--- src/rtl/branch_stall_if.sv ---
// Hazard/control bundle between the ID-stage branch logic and the stall controller.
// The pipeline side drives hazard info (master); the controller returns hold/flush controls (slave).
interface branch_stall_if #(
    parameter int REG_W = 5,
    parameter int CNT_W = 16
);
    logic             id_branch;
    logic [REG_W-1:0] id_rs;
    logic [REG_W-1:0] id_rt;
    logic             branch_taken;
    logic             ex_regwrite;
    logic             ex_memread;
    logic [REG_W-1:0] ex_rd;
    logic             mem_regwrite;
    logic             mem_memread;
    logic [REG_W-1:0] mem_rd;
    logic             pc_hold;
    logic             ifid_hold;
    logic             idex_bubble;
    logic             ifid_flush;
    logic [CNT_W-1:0] stall_cnt;
    logic [CNT_W-1:0] flush_cnt;

    modport master (
        output id_branch, id_rs, id_rt, branch_taken,
        output ex_regwrite, ex_memread, ex_rd,
        output mem_regwrite, mem_memread, mem_rd,
        input  pc_hold, ifid_hold, idex_bubble, ifid_flush, stall_cnt, flush_cnt
    );

    modport slave (
        input  id_branch, id_rs, id_rt, branch_taken,
        input  ex_regwrite, ex_memread, ex_rd,
        input  mem_regwrite, mem_memread, mem_rd,
        output pc_hold, ifid_hold, idex_bubble, ifid_flush, stall_cnt, flush_cnt
    );
endinterface

--- src/rtl/branch_stall_ctrl.sv ---
// Stall/flush sequencer for beq resolved in ID: holds PC and IF/ID while a producer in EX/MEM
// is still in flight, flushes IF/ID on a taken branch, and keeps saturating perf counters.
module branch_stall_ctrl #(
    parameter int REG_W          = 5,
    parameter int CNT_W          = 16,
    parameter int ALU_EX_STALL   = 1,
    parameter int LOAD_EX_STALL  = 2,
    parameter int LOAD_MEM_STALL = 1,
    parameter int STALL_W        = 2
) (
    input  logic          clk,
    input  logic          rst_n,
    branch_stall_if.slave bus
);
    localparam int NSTAGE = 2;  // 0 = EX, 1 = MEM

    typedef enum logic [0:0] {IDLE = 1'b0, STALL = 1'b1} state_t;

    state_t             state_reg;
    state_t             state_next;
    logic [STALL_W-1:0] rem_reg;
    logic [STALL_W-1:0] rem_next;
    logic [CNT_W-1:0]   stall_cnt_reg;
    logic [CNT_W-1:0]   stall_cnt_next;
    logic [CNT_W-1:0]   flush_cnt_reg;
    logic [CNT_W-1:0]   flush_cnt_next;

    logic               stage_regwrite [NSTAGE];
    logic               stage_memread  [NSTAGE];
    logic [REG_W-1:0]   stage_rd       [NSTAGE];
    logic               stage_hit      [NSTAGE];
    logic [STALL_W-1:0] stage_need     [NSTAGE];
    logic [STALL_W-1:0] need;

    logic               stall_active;
    logic               flush_active;

    assign stage_regwrite[0] = bus.ex_regwrite;
    assign stage_memread[0]  = bus.ex_memread;
    assign stage_rd[0]       = bus.ex_rd;
    assign stage_regwrite[1] = bus.mem_regwrite;
    assign stage_memread[1]  = bus.mem_memread;
    assign stage_rd[1]       = bus.mem_rd;

    // Per-stage requirement; r0 never counts as a producer.
    generate
        for (genvar gi = 0; gi < NSTAGE; gi++) begin : g_stage
            assign stage_hit[gi] = stage_regwrite[gi] && (stage_rd[gi] != '0) &&
                                   ((stage_rd[gi] == bus.id_rs) || (stage_rd[gi] == bus.id_rt));
            if (gi == 0) begin : g_ex
                assign stage_need[gi] = !stage_hit[gi]    ? '0 :
                                        stage_memread[gi] ? STALL_W'(LOAD_EX_STALL) :
                                                            STALL_W'(ALU_EX_STALL);
            end else begin : g_mem
                assign stage_need[gi] = (stage_hit[gi] && stage_memread[gi]) ?
                                        STALL_W'(LOAD_MEM_STALL) : '0;
            end
        end
    endgenerate

    // Overlapping hazards take the largest requirement, never the sum.
    always_comb begin
        need = '0;
        for (int i = 0; i < NSTAGE; i++) begin
            if (stage_need[i] > need) begin
                need = stage_need[i];
            end
        end
    end

    always_ff @(posedge clk) begin
        if (!rst_n) begin
            state_reg     <= IDLE;
            rem_reg       <= '0;
            stall_cnt_reg <= '0;
            flush_cnt_reg <= '0;
        end else begin
            state_reg     <= state_next;
            rem_reg       <= rem_next;
            stall_cnt_reg <= stall_cnt_next;
            flush_cnt_reg <= flush_cnt_next;
        end
    end

    always_comb begin
        state_next = state_reg;
        rem_next   = rem_reg;
        case (state_reg)
            IDLE: begin
                if (bus.id_branch && (need != '0)) begin
                    rem_next   = need - STALL_W'(1);
                    state_next = (need == STALL_W'(1)) ? IDLE : STALL;
                end
            end
            STALL: begin
                rem_next = rem_reg - STALL_W'(1);
                // The <= guard keeps a corrupted rem of 0 from wrapping into a long stall.
                if (rem_reg <= STALL_W'(1)) begin
                    state_next = IDLE;
                end
            end
            default: begin
                state_next = IDLE;
                rem_next   = '0;
            end
        endcase
    end

    // Controls are gated by rst_n so a reset mid-stall releases the pipeline at once.
    always_comb begin
        stall_active = 1'b0;
        flush_active = 1'b0;
        if (rst_n) begin
            case (state_reg)
                IDLE: begin
                    if (bus.id_branch && (need != '0)) begin
                        stall_active = 1'b1;
                    end else if (bus.id_branch && bus.branch_taken) begin
                        flush_active = 1'b1;
                    end
                end
                STALL:   stall_active = 1'b1;
                default: stall_active = 1'b0;
            endcase
        end
    end

    always_comb begin
        stall_cnt_next = stall_cnt_reg;
        flush_cnt_next = flush_cnt_reg;
        if (stall_active && (stall_cnt_reg != '1)) begin
            stall_cnt_next = stall_cnt_reg + CNT_W'(1);
        end
        if (flush_active && (flush_cnt_reg != '1)) begin
            flush_cnt_next = flush_cnt_reg + CNT_W'(1);
        end
    end

    assign bus.pc_hold     = stall_active;
    assign bus.ifid_hold   = stall_active;
    assign bus.idex_bubble = stall_active;
    assign bus.ifid_flush  = flush_active;
    assign bus.stall_cnt   = stall_cnt_reg;
    assign bus.flush_cnt   = flush_cnt_reg;
endmodule
--- src/flat_wrapper.sv ---
// flat-port wrapper written by rule: the top's interface ports become plain ports
module branch_stall_ctrl_flat 
#(
    parameter int REG_W          = 5,
    parameter int CNT_W          = 16,
    parameter int ALU_EX_STALL   = 1,
    parameter int LOAD_EX_STALL  = 2,
    parameter int LOAD_MEM_STALL = 1,
    parameter int STALL_W        = 2
)
  (clk, rst_n, bus_id_branch, bus_id_rs, bus_id_rt, bus_branch_taken, bus_ex_regwrite, bus_ex_memread, bus_ex_rd, bus_mem_regwrite, bus_mem_memread, bus_mem_rd, bus_pc_hold, bus_ifid_hold, bus_idex_bubble, bus_ifid_flush, bus_stall_cnt, bus_flush_cnt);
  branch_stall_if #(.REG_W(REG_W), .CNT_W(CNT_W)) bus_i ();
  input  logic clk;
  input  logic rst_n;
  input wire logic [$bits(bus_i.id_branch)-1:0] bus_id_branch;
  input wire logic [$bits(bus_i.id_rs)-1:0] bus_id_rs;
  input wire logic [$bits(bus_i.id_rt)-1:0] bus_id_rt;
  input wire logic [$bits(bus_i.branch_taken)-1:0] bus_branch_taken;
  input wire logic [$bits(bus_i.ex_regwrite)-1:0] bus_ex_regwrite;
  input wire logic [$bits(bus_i.ex_memread)-1:0] bus_ex_memread;
  input wire logic [$bits(bus_i.ex_rd)-1:0] bus_ex_rd;
  input wire logic [$bits(bus_i.mem_regwrite)-1:0] bus_mem_regwrite;
  input wire logic [$bits(bus_i.mem_memread)-1:0] bus_mem_memread;
  input wire logic [$bits(bus_i.mem_rd)-1:0] bus_mem_rd;
  output wire logic [$bits(bus_i.pc_hold)-1:0] bus_pc_hold;
  output wire logic [$bits(bus_i.ifid_hold)-1:0] bus_ifid_hold;
  output wire logic [$bits(bus_i.idex_bubble)-1:0] bus_idex_bubble;
  output wire logic [$bits(bus_i.ifid_flush)-1:0] bus_ifid_flush;
  output wire logic [$bits(bus_i.stall_cnt)-1:0] bus_stall_cnt;
  output wire logic [$bits(bus_i.flush_cnt)-1:0] bus_flush_cnt;
  assign bus_i.id_branch = bus_id_branch;
  assign bus_i.id_rs = bus_id_rs;
  assign bus_i.id_rt = bus_id_rt;
  assign bus_i.branch_taken = bus_branch_taken;
  assign bus_i.ex_regwrite = bus_ex_regwrite;
  assign bus_i.ex_memread = bus_ex_memread;
  assign bus_i.ex_rd = bus_ex_rd;
  assign bus_i.mem_regwrite = bus_mem_regwrite;
  assign bus_i.mem_memread = bus_mem_memread;
  assign bus_i.mem_rd = bus_mem_rd;
  assign bus_pc_hold = bus_i.pc_hold;
  assign bus_ifid_hold = bus_i.ifid_hold;
  assign bus_idex_bubble = bus_i.idex_bubble;
  assign bus_ifid_flush = bus_i.ifid_flush;
  assign bus_stall_cnt = bus_i.stall_cnt;
  assign bus_flush_cnt = bus_i.flush_cnt;
  branch_stall_ctrl #(.REG_W(REG_W), .CNT_W(CNT_W), .ALU_EX_STALL(ALU_EX_STALL), .LOAD_EX_STALL(LOAD_EX_STALL), .LOAD_MEM_STALL(LOAD_MEM_STALL), .STALL_W(STALL_W)) u_core (.clk(clk), .rst_n(rst_n), .bus(bus_i));
endmodule
--- config.mk ---
export PLATFORM = sky130hd
export DESIGN_NAME = branch_stall_ctrl_flat
export DESIGN_NICKNAME = d
export VERILOG_FILES = /design/src/rtl/branch_stall_if.sv /design/src/rtl/branch_stall_ctrl.sv /design/src/flat_wrapper.sv
export SDC_FILE = /design/constraint.sdc
export NUM_CORES = 1
export LEC_CHECK = 0
export CORE_MARGIN = 8
export CORE_UTILIZATION = 50
export CTS_CLUSTER_SIZE = 10
export DETAILED_ROUTE_END_ITERATION = 12
export GPL_ROUTABILITY_DRIVEN = 0
export HOLD_SLACK_MARGIN = 0.08
export PLACE_DENSITY = 0.88
export SLEW_MARGIN = 5
export SYNTH_ARGS = -nofsm -noshare
export SYNTH_HDL_FRONTEND = slang
export SYNTH_SLANG_ARGS = --single-unit
export TNS_END_PERCENT = 30
--- constraint.sdc ---
create_clock -name clk -period 10.8 [get_ports clk]
set_input_delay 3.24 -clock clk [delete_from_list [all_inputs] [get_ports clk]]
set_output_delay 3.24 -clock clk [all_outputs]
set_load 0.02 [all_outputs]
==> key figures, run 1 <==
Finish
  – Layout cell share with drive strength beyond 1: 3.64%
  – Final core area utilization: 69.6%
  – Commonest non-fill, non-tap cell in the layout: clkdlybuf4s50_1
  – Nets@finish: 335
  – Antenna cells: 0
  – Area grow syn2layout: 36.0%
  – Most frequent cells in the layout: clkdlybuf4s50_1, dfxtp_1, nor2_1
  – Fin cells: 352

Logic synthesis
  – Post-synthesis instance total: 241
  – Avg Inst Size Synth: 8.37 um2
  – Syn. warnings: 0
  – Post-synth net total: 273
  – Top cells by area, synth: dfxtp_1, xnor2_1, xor2_1
  – Netlist cell types: 47
  – Post-synth EDFFs: 0
  – Sequential area share after synthesis: 34.7%
  – Seq cells post-synth: 35
  – Async set or reset register ratio after synthesis: 0%
  – Dominant synthesized flop cell: dfxtp_1
  – Mapped Area: 0.00202 mm2
  – Area leader, netlist: dfxtp_1
  – Yosys top cell area share: 34.7%

Clocking
  – Post-CTS Hold Buffers: 0
  – Clock Tree Root: clkbuf_8
  – TritonCTS clock tree: built
  – Sink Count: 35
  – H-tree Lvls: 2
  – Longest Clk Path Bufs: 2
  – Post-CTS repair timing setup buffer count: 0
  – CTS Buf Count: 5
  – Post-cts sizing count: 0
  – Clock transition at path regs: 0.06 ns
  – Clk_lat worst skew: 0.28 ns

Critical path
  – Critical path depth in cells: 9
  – Worst-path maximum fanout: 7
  – Cell Chain, Critical Path: clkdlybuf4s50_1 > or4_1 > o21ai_1 > o221a_2 > nor2_1 > ha_1 > and2b_1 > o21a_1 > clkdlybuf4s50_1
  – CP arrival: 6.13 ns
  – WP data required: 7.56 ns
  – Critical-path top delay cell: clkdlybuf4s50_1
  – Cells on worst reg2reg path: 5
  – Critical path buffers and inverters: 2
  – Crit. End Element: output port
  – Max incr delay on CP: 0.63 ns
  – Path type of the worst setup path: in2out
  – Critical path launch point type: input pin
  – CP delay by family, top: buffers and inverters
  – Most Frequent Cell on Critical Path: clkdlybuf4s50_1

STA
  – PnR worst setup slack: 1.43 ns
  – Max Fclk: 107 MHz
  – Fin Setup TNS: 0 ns
  – Fin crit share: 86.8%
  – Worst slew pin tran: 0.752 ns
  – RSZ-0062 raised after global routing: no
  – Final slew viol count: 0
  – Setup violations, final: 0
  – Final min period: 9.37 ns
  – Slew HR: 49.6%
  – Final clock skew: 0.00505 ns
  – Hold Vio Cnt, Final: 0

Floorplanning
  – Die height: 79.5 um
  – # rows: 23
  – Core area: 0.00394 mm2
  – I/O Pins: 64
  – Initial core utilization: 51.2%
  – Chip Width: 79.5 um
  – Die area: 0.00632 mm2

Drt
  – Pre-antenna DRT Iters: 4
  – Met2 WL: 2.55 mm
  – WL/cell: 14.4 um
  – Drt total wl: 5.06 mm
  – Vias per cell: 5.49
  – Highest routed metal layer: met4
  – DR WL met3: 296 um
  – DRT met1 WL: 2.16 mm
  – Via count: 1932
  – Drt drc: 0
  – DRT antenna net count: 0
  – Starting DRT DRC Count: 120

Placement
  – Placed insts: 346
  – IO buf count: 63
  – Pre-CTS setup slack: 1.44 ns
  – DP HPWL: 3.99 mm

Min path
  – Worst Hold Path Cells: 2
  – Worst min path class: reg2reg

GRT
  – First-pass GRT wire length: 8.35 mm
  – Gr usage total: 16.3%
  – Total grt overflow: 0
  – Initial antenna violation count: 0
  – Largest net degree at the start of global routing: 28
  – Vias in the first global route: 1837

Flow run
  – Max-Cap Viols: 0

Power
  – Leak: 0.000945 uW
  – Worst IR Drop VDD: 0.0849 mV
  – Pwr Density: 92.0 mW/mm2

Status
  – Status: finished clean
## final timing paths
kind / startpoint / to / slack (ns)
max: bus_ex_rd[0] / bus_pc_hold / 1.43
min: u_core.bus.stall_cnt[1]$_SDFFE_PN0P_ / u_core.bus.stall_cnt[1]$_SDFFE_PN0P_ / 0.48
min reg2reg: u_core.bus.stall_cnt[1]$_SDFFE_PN0P_ / u_core.bus.stall_cnt[1]$_SDFFE_PN0P_ / 0.48
max reg2reg: u_core.bus.stall_cnt[10]$_SDFFE_PN0P_ / u_core.bus.stall_cnt[5]$_SDFFE_PN0P_ / 8.91
## tightest hold or removal path: stages (launching register included)
cell and delay (ns):
dfxtp_1 0.33, nand2_1 0.06, o21ai_1 0.05
## synth_stat cells, types with 2 or more instances
cell type / instances
nor2_1: 27
o21a_1: 2
mux2i_1: 8
buf_4: 2
a21oi_1: 4
nand2b_1: 4
dfxtp_1: 35
inv_1: 8
o21ai_1: 2
xnor2_1: 21
or3_1: 2
o211ai_1: 3
clkbuf_1: 5
nand3_1: 12
xor2_1: 17
nand2_1: 22
nand4_1: 6
o21ai_0: 4
ha_1: 4
o41ai_1: 2
a211oi_1: 2
or4_1: 2
nor3_1: 10
and4_1: 2
and3_1: 5
nor4_1: 9
## per-stage QoR
stage,instance area [um2],hold slack [ns],total power (uW)
3_3_place_gp,2670,0.474,168
3_5_place_dp,2670,0.478,169
4_1_cts,2740,0.489,253
2_1_floorplan,2020,0.542,151
5_1_grt,2740,0.521,264
6_report,2740,0.485,253
## layer usage
layer / vias up / GRT usage [%]
li1: 986 / -
met1: 889 / 18.3
met2: 52 / 28.8
met3: 5 / 3.94
met4: 0 / 6.11
met5: - / 0
## power breakdown
group          internal [uW]  switching (uW)  leakage, uW
Clock                   43.0            44.0    0.0000371
Sequential               131            1.77     0.000282
Combinational           18.2            14.9     0.000626
Total                    192            60.7     0.000945
## kinds of logic after synthesis
group / Yosys count / synth area share [%]
and+or+nand+nor: 108 / 27.7
xor gates and xnor gates: 38 / 16.5
muxes: 8 / 3.97
DFF: 35 / 34.7
adders and majority gates: 4 / 2.48
AOI/OAI and AO/OA: 30 / 10.8
buffers and inverters: 18 / 3.78
## final cells by class
| type | count | area (um2) |
|---|---|---|
| Sequential cell | 35 | 701 |
| Inverter | 10 | 37.5 |
| Clock buffer | 6 | 72.6 |
| Timing Repair Buffer | 63 | 631 |
| Fill cell | 328 | 1200 |
| Tap cell | 50 | 62.6 |
| Multi-Input combinational cell | 188 | 1240 |
Note: power is estimated with default switching activity, not from simulation.
==> run 2: changes to the inputs <==
--- a/config.mk
+++ b/config.mk
@@ -5,7 +5,7 @@
 export SDC_FILE = /design/constraint.sdc
 export NUM_CORES = 1
 export LEC_CHECK = 0
-export CORE_MARGIN = 8
+export CORE_MARGIN = 2
 export CORE_UTILIZATION = 50
 export CTS_CLUSTER_SIZE = 10
 export DETAILED_ROUTE_END_ITERATION = 12
==> run 2 against run 1 <==
Against the previous run: sequential share of layout area is 0.14 points lower; count of clock-buffer cells in the layout stayed put; non-clock buffer count stayed put; cell count is 0.28% higher; sequential cell count stayed put; combinational power hardly changed; clock skew is 0.0029 ns higher; first-iteration DRC count is 30% lower; global-route usage is 6.3 points higher; sequential power hardly changed; die area is 28% lower.
==> key figures, run 2 (synthesis results as in run 1) <==
Status
  – Status: finished clean

Drt
  – Drt drc: 0 (unchanged)
  – Pre-antenna DRT Iters: 4 (unchanged)
  – Drt total wl: 4.81 mm (-4.8%)
  – Via count: 1937 (+0.26%)
  – WL/cell: 13.6 um (-5.1%)
  – DRT antenna net count: 0 (unchanged)
  – Starting DRT DRC Count: 84 (-30%)
  – Vias per cell: 5.49 (about the same)

Critical path
  – CP arrival: 6.13 ns (about the same)
  – Cells on worst reg2reg path: 5 (unchanged)
  – Max incr delay on CP: 0.63 ns (about the same)
  – Crit. End Element: output port
  – Worst Setup SP: bus_ex_rd[0]
  – Critical path buffers and inverters: 2 (unchanged)
  – Worst-path maximum fanout: 7 (unchanged)
  – CP Capture Point: bus_idex_bubble
  – Path type of the worst setup path: in2out
  – Critical path depth in cells: 9 (unchanged)
  – WP data required: 7.56 ns (about the same)
  – FF-to-FF setup slack: 8.88 ns (-0.03 ns)
  – R2R Path Start: u_core.bus.stall_cnt[10]$_SDFFE_PN0P_
  – Critical-path top delay cell: clkdlybuf4s50_1
  – Critical path launch point type: input pin
  – R2r endpoint: u_core.bus.stall_cnt[2]$_SDFFE_PN0P_
  – Most Frequent Cell on Critical Path: clkdlybuf4s50_1
  – Cell Chain, Critical Path: clkdlybuf4s50_1 > or4_1 > o21ai_1 > o221a_2 > nor2_1 > ha_1 > and2b_1 > o21a_1 > clkdlybuf4s50_1
  – CP delay by family, top: buffers and inverters

STA
  – Fin Setup TNS: 0 ns (unchanged)
  – Setup violations, final: 0 (unchanged)
  – Final min period: 9.37 ns (-0.00234 ns)
  – Max Fclk: 107 MHz (about the same)
  – Hold Vio Cnt, Final: 0 (unchanged)
  – Fin crit share: 86.8% (about the same)
  – Final clock skew: 0.00798 ns (+0.00293 ns)
  – RSZ-0062 raised after global routing: no
  – Worst slew pin tran: 0.766 ns (+0.0144 ns)
  – Final slew viol count: 0 (unchanged)
  – Slew HR: 48.6% (-0.96 points)

GRT
  – Vias in the first global route: 1762 (-4.1%)
  – Total grt overflow: 0 (unchanged)
  – First-pass GRT wire length: 7.87 mm (-5.7%)
  – Largest net degree at the start of global routing: 28 (unchanged)
  – Initial antenna violation count: 0 (unchanged)
  – Gr usage total: 22.6% (+6.3 points)

Power
  – Register share of total power: 50.8% (-1.6 points)
  – Leak: 0.000955 uW (+1.0%)
  – Worst IR Drop VDD: 0.0732 mV (-14%)
  – Pwr Density: 94.6 mW/mm2 (+2.7%)
  – Clock Power Share: 36.5% (+2.1 points)
  – Pint: 199 uW (+3.7%)
  – P_sw: 62.0 uW (+2.2%)
  – Net Sw Frac: 23.8% (-0.26 points)
  – Combinational share of power: 12.7% (-0.4 points)
  – Pwr Total: 261 uW (+3.3%)

Finish
  – Commonest non-fill, non-tap cell in the layout: clkdlybuf4s50_1
  – Most frequent cells in the layout: clkdlybuf4s50_1, dfxtp_1, nor2_1
  – Filler cells: 326 (-0.61%)
  – Area grow syn2layout: 36.8%
  – Final core area utilization: 70.0% (+0.38 points)
  – Layout cell share with drive strength beyond 1: 4.29% (+0.65 points)
  – Nets@finish: 335 (unchanged)
  – Area of the multi-input gates: 0.00124 mm2 (unchanged)
  – Antenna cells: 0 (unchanged)
  – Fin cells: 353 (+0.28%)
  – Final instance area: 0.00276 mm2 (+0.55%)
  – FF+latch area: 701 um2 (unchanged)

Flow run
  – Max-Cap Viols: 0 (unchanged)

Placement
  – DP HPWL: 3.67 mm (-8.0%)
  – Area post-placement: 0.00267 mm2 (unchanged)
  – Placed insts: 346 (unchanged)
  – IO buf count: 63 (unchanged)

Clocking
  – Clk_lat worst skew: 0.29 ns (about the same)
  – Post-cts sizing count: 0 (unchanged)
  – TritonCTS clock tree: built
  – Post-CTS Hold Buffers: 0 (unchanged)
  – Clock Tree Root: clkbuf_8
  – Longest Clk Path Bufs: 2 (unchanged)
  – H-tree Lvls: 2 (unchanged)
  – Post-CTS repair timing setup buffer count: 0 (unchanged)
  – CTS Buf Count: 5 (unchanged)
  – Sink Count: 35 (unchanged)
  – Clock transition at path regs: 0.06 ns (about the same)

Min path
  – Worst min path class: reg2reg

Floorplanning
  – Core area: 0.00394 mm2 (unchanged)
  – I/O Pins: 64 (unchanged)
  – Die height: 67.5 um (-15%)
  – # rows: 23 (unchanged)
  – Die area: 0.00456 mm2 (-28%)
  – Initial core utilization: 51.2% (unchanged)
  – Chip Width: 67.5 um (-15%)
run 2: changes by cell type in the layout (fill, tap and decap cells not counted):
cell	previous run	this run
clkinv_2	0	1
clkbuf_8	5	6
clkbuf_1	1	0
run 2: worst reg2reg max path: cells and delay by family (launching register included):
kind / cells / cell delay [ns]
AO/OA/AOI/OAI: 1 / 0.27
flip-flops: 1 / 0.45
multiplexers: 1 / 0.18
AND/OR/NAND/NOR: 3 / 0.95
run 2: worst min-delay path by stage:
stage / slack (ns) / cells after the start / endpoint / from
finish: 0.50 / 2 / u_core.bus.flush_cnt[9]$_SDFFE_PN0P_ / u_core.bus.flush_cnt[9]$_SDFFE_PN0P_
global route: 0.52 / 2 / u_core.bus.flush_cnt[9]$_SDFFE_PN0P_ / u_core.bus.flush_cnt[9]$_SDFFE_PN0P_
CTS: 0.50 / 2 / u_core.bus.flush_cnt[9]$_SDFFE_PN0P_ / u_core.bus.flush_cnt[9]$_SDFFE_PN0P_
detailed placement: 0.49 / 2 / u_core.bus.flush_cnt[9]$_SDFFE_PN0P_ / u_core.bus.flush_cnt[9]$_SDFFE_PN0P_
global placement: 0.48 / 2 / u_core.bus.stall_cnt[1]$_SDFFE_PN0P_ / u_core.bus.stall_cnt[1]$_SDFFE_PN0P_
floorplan: 0.54 / 2 / u_core.rem_reg[0]$_SDFFE_PN0P_ / u_core.rem_reg[0]$_SDFFE_PN0P_
run 2: power groups by stage:
stage	registers [uW]	logic, uW	clock network (uW)
after global placement	135	32.3	0
after global routing	133	35.9	104
after detailed placement	135	33.1	0
after floorplan	135	16.0	0
after CTS	132	33.2	97.0
final	133	33.1	95.2
run 2: layout make-up:
class                           instances  share of cell area, %
Timing Repair Buffer                   63                   22.9
Inverter                               10                   1.36
Clock inverter                          1                  0.181
Sequential cell                        35                   25.4
Multi-Input combinational cell        188                   44.9
Tap cell                               50                   2.27
Clock buffer                            6                   2.99
run 2: stage by stage:
| stage | hold WS, ns | setup WS, ns |
|---|---|---|
| 4_1_cts | 0.502 | 1.43 |
| 6_report | 0.502 | 1.43 |
| 3_3_place_gp | 0.475 | 1.53 |
| 3_5_place_dp | 0.491 | 1.44 |
| 5_1_grt | 0.518 | 1.22 |
| 2_1_floorplan | 0.542 | 2.42 |
run 2: metal layers:
layer	up-vias	wire length (um)	track usage, %
li1	977	-	-
met1	897	2090	28.0
met2	57	2430	39.0
met3	6	228	4.00
met4	0	65	8.42
met5	-	0	0
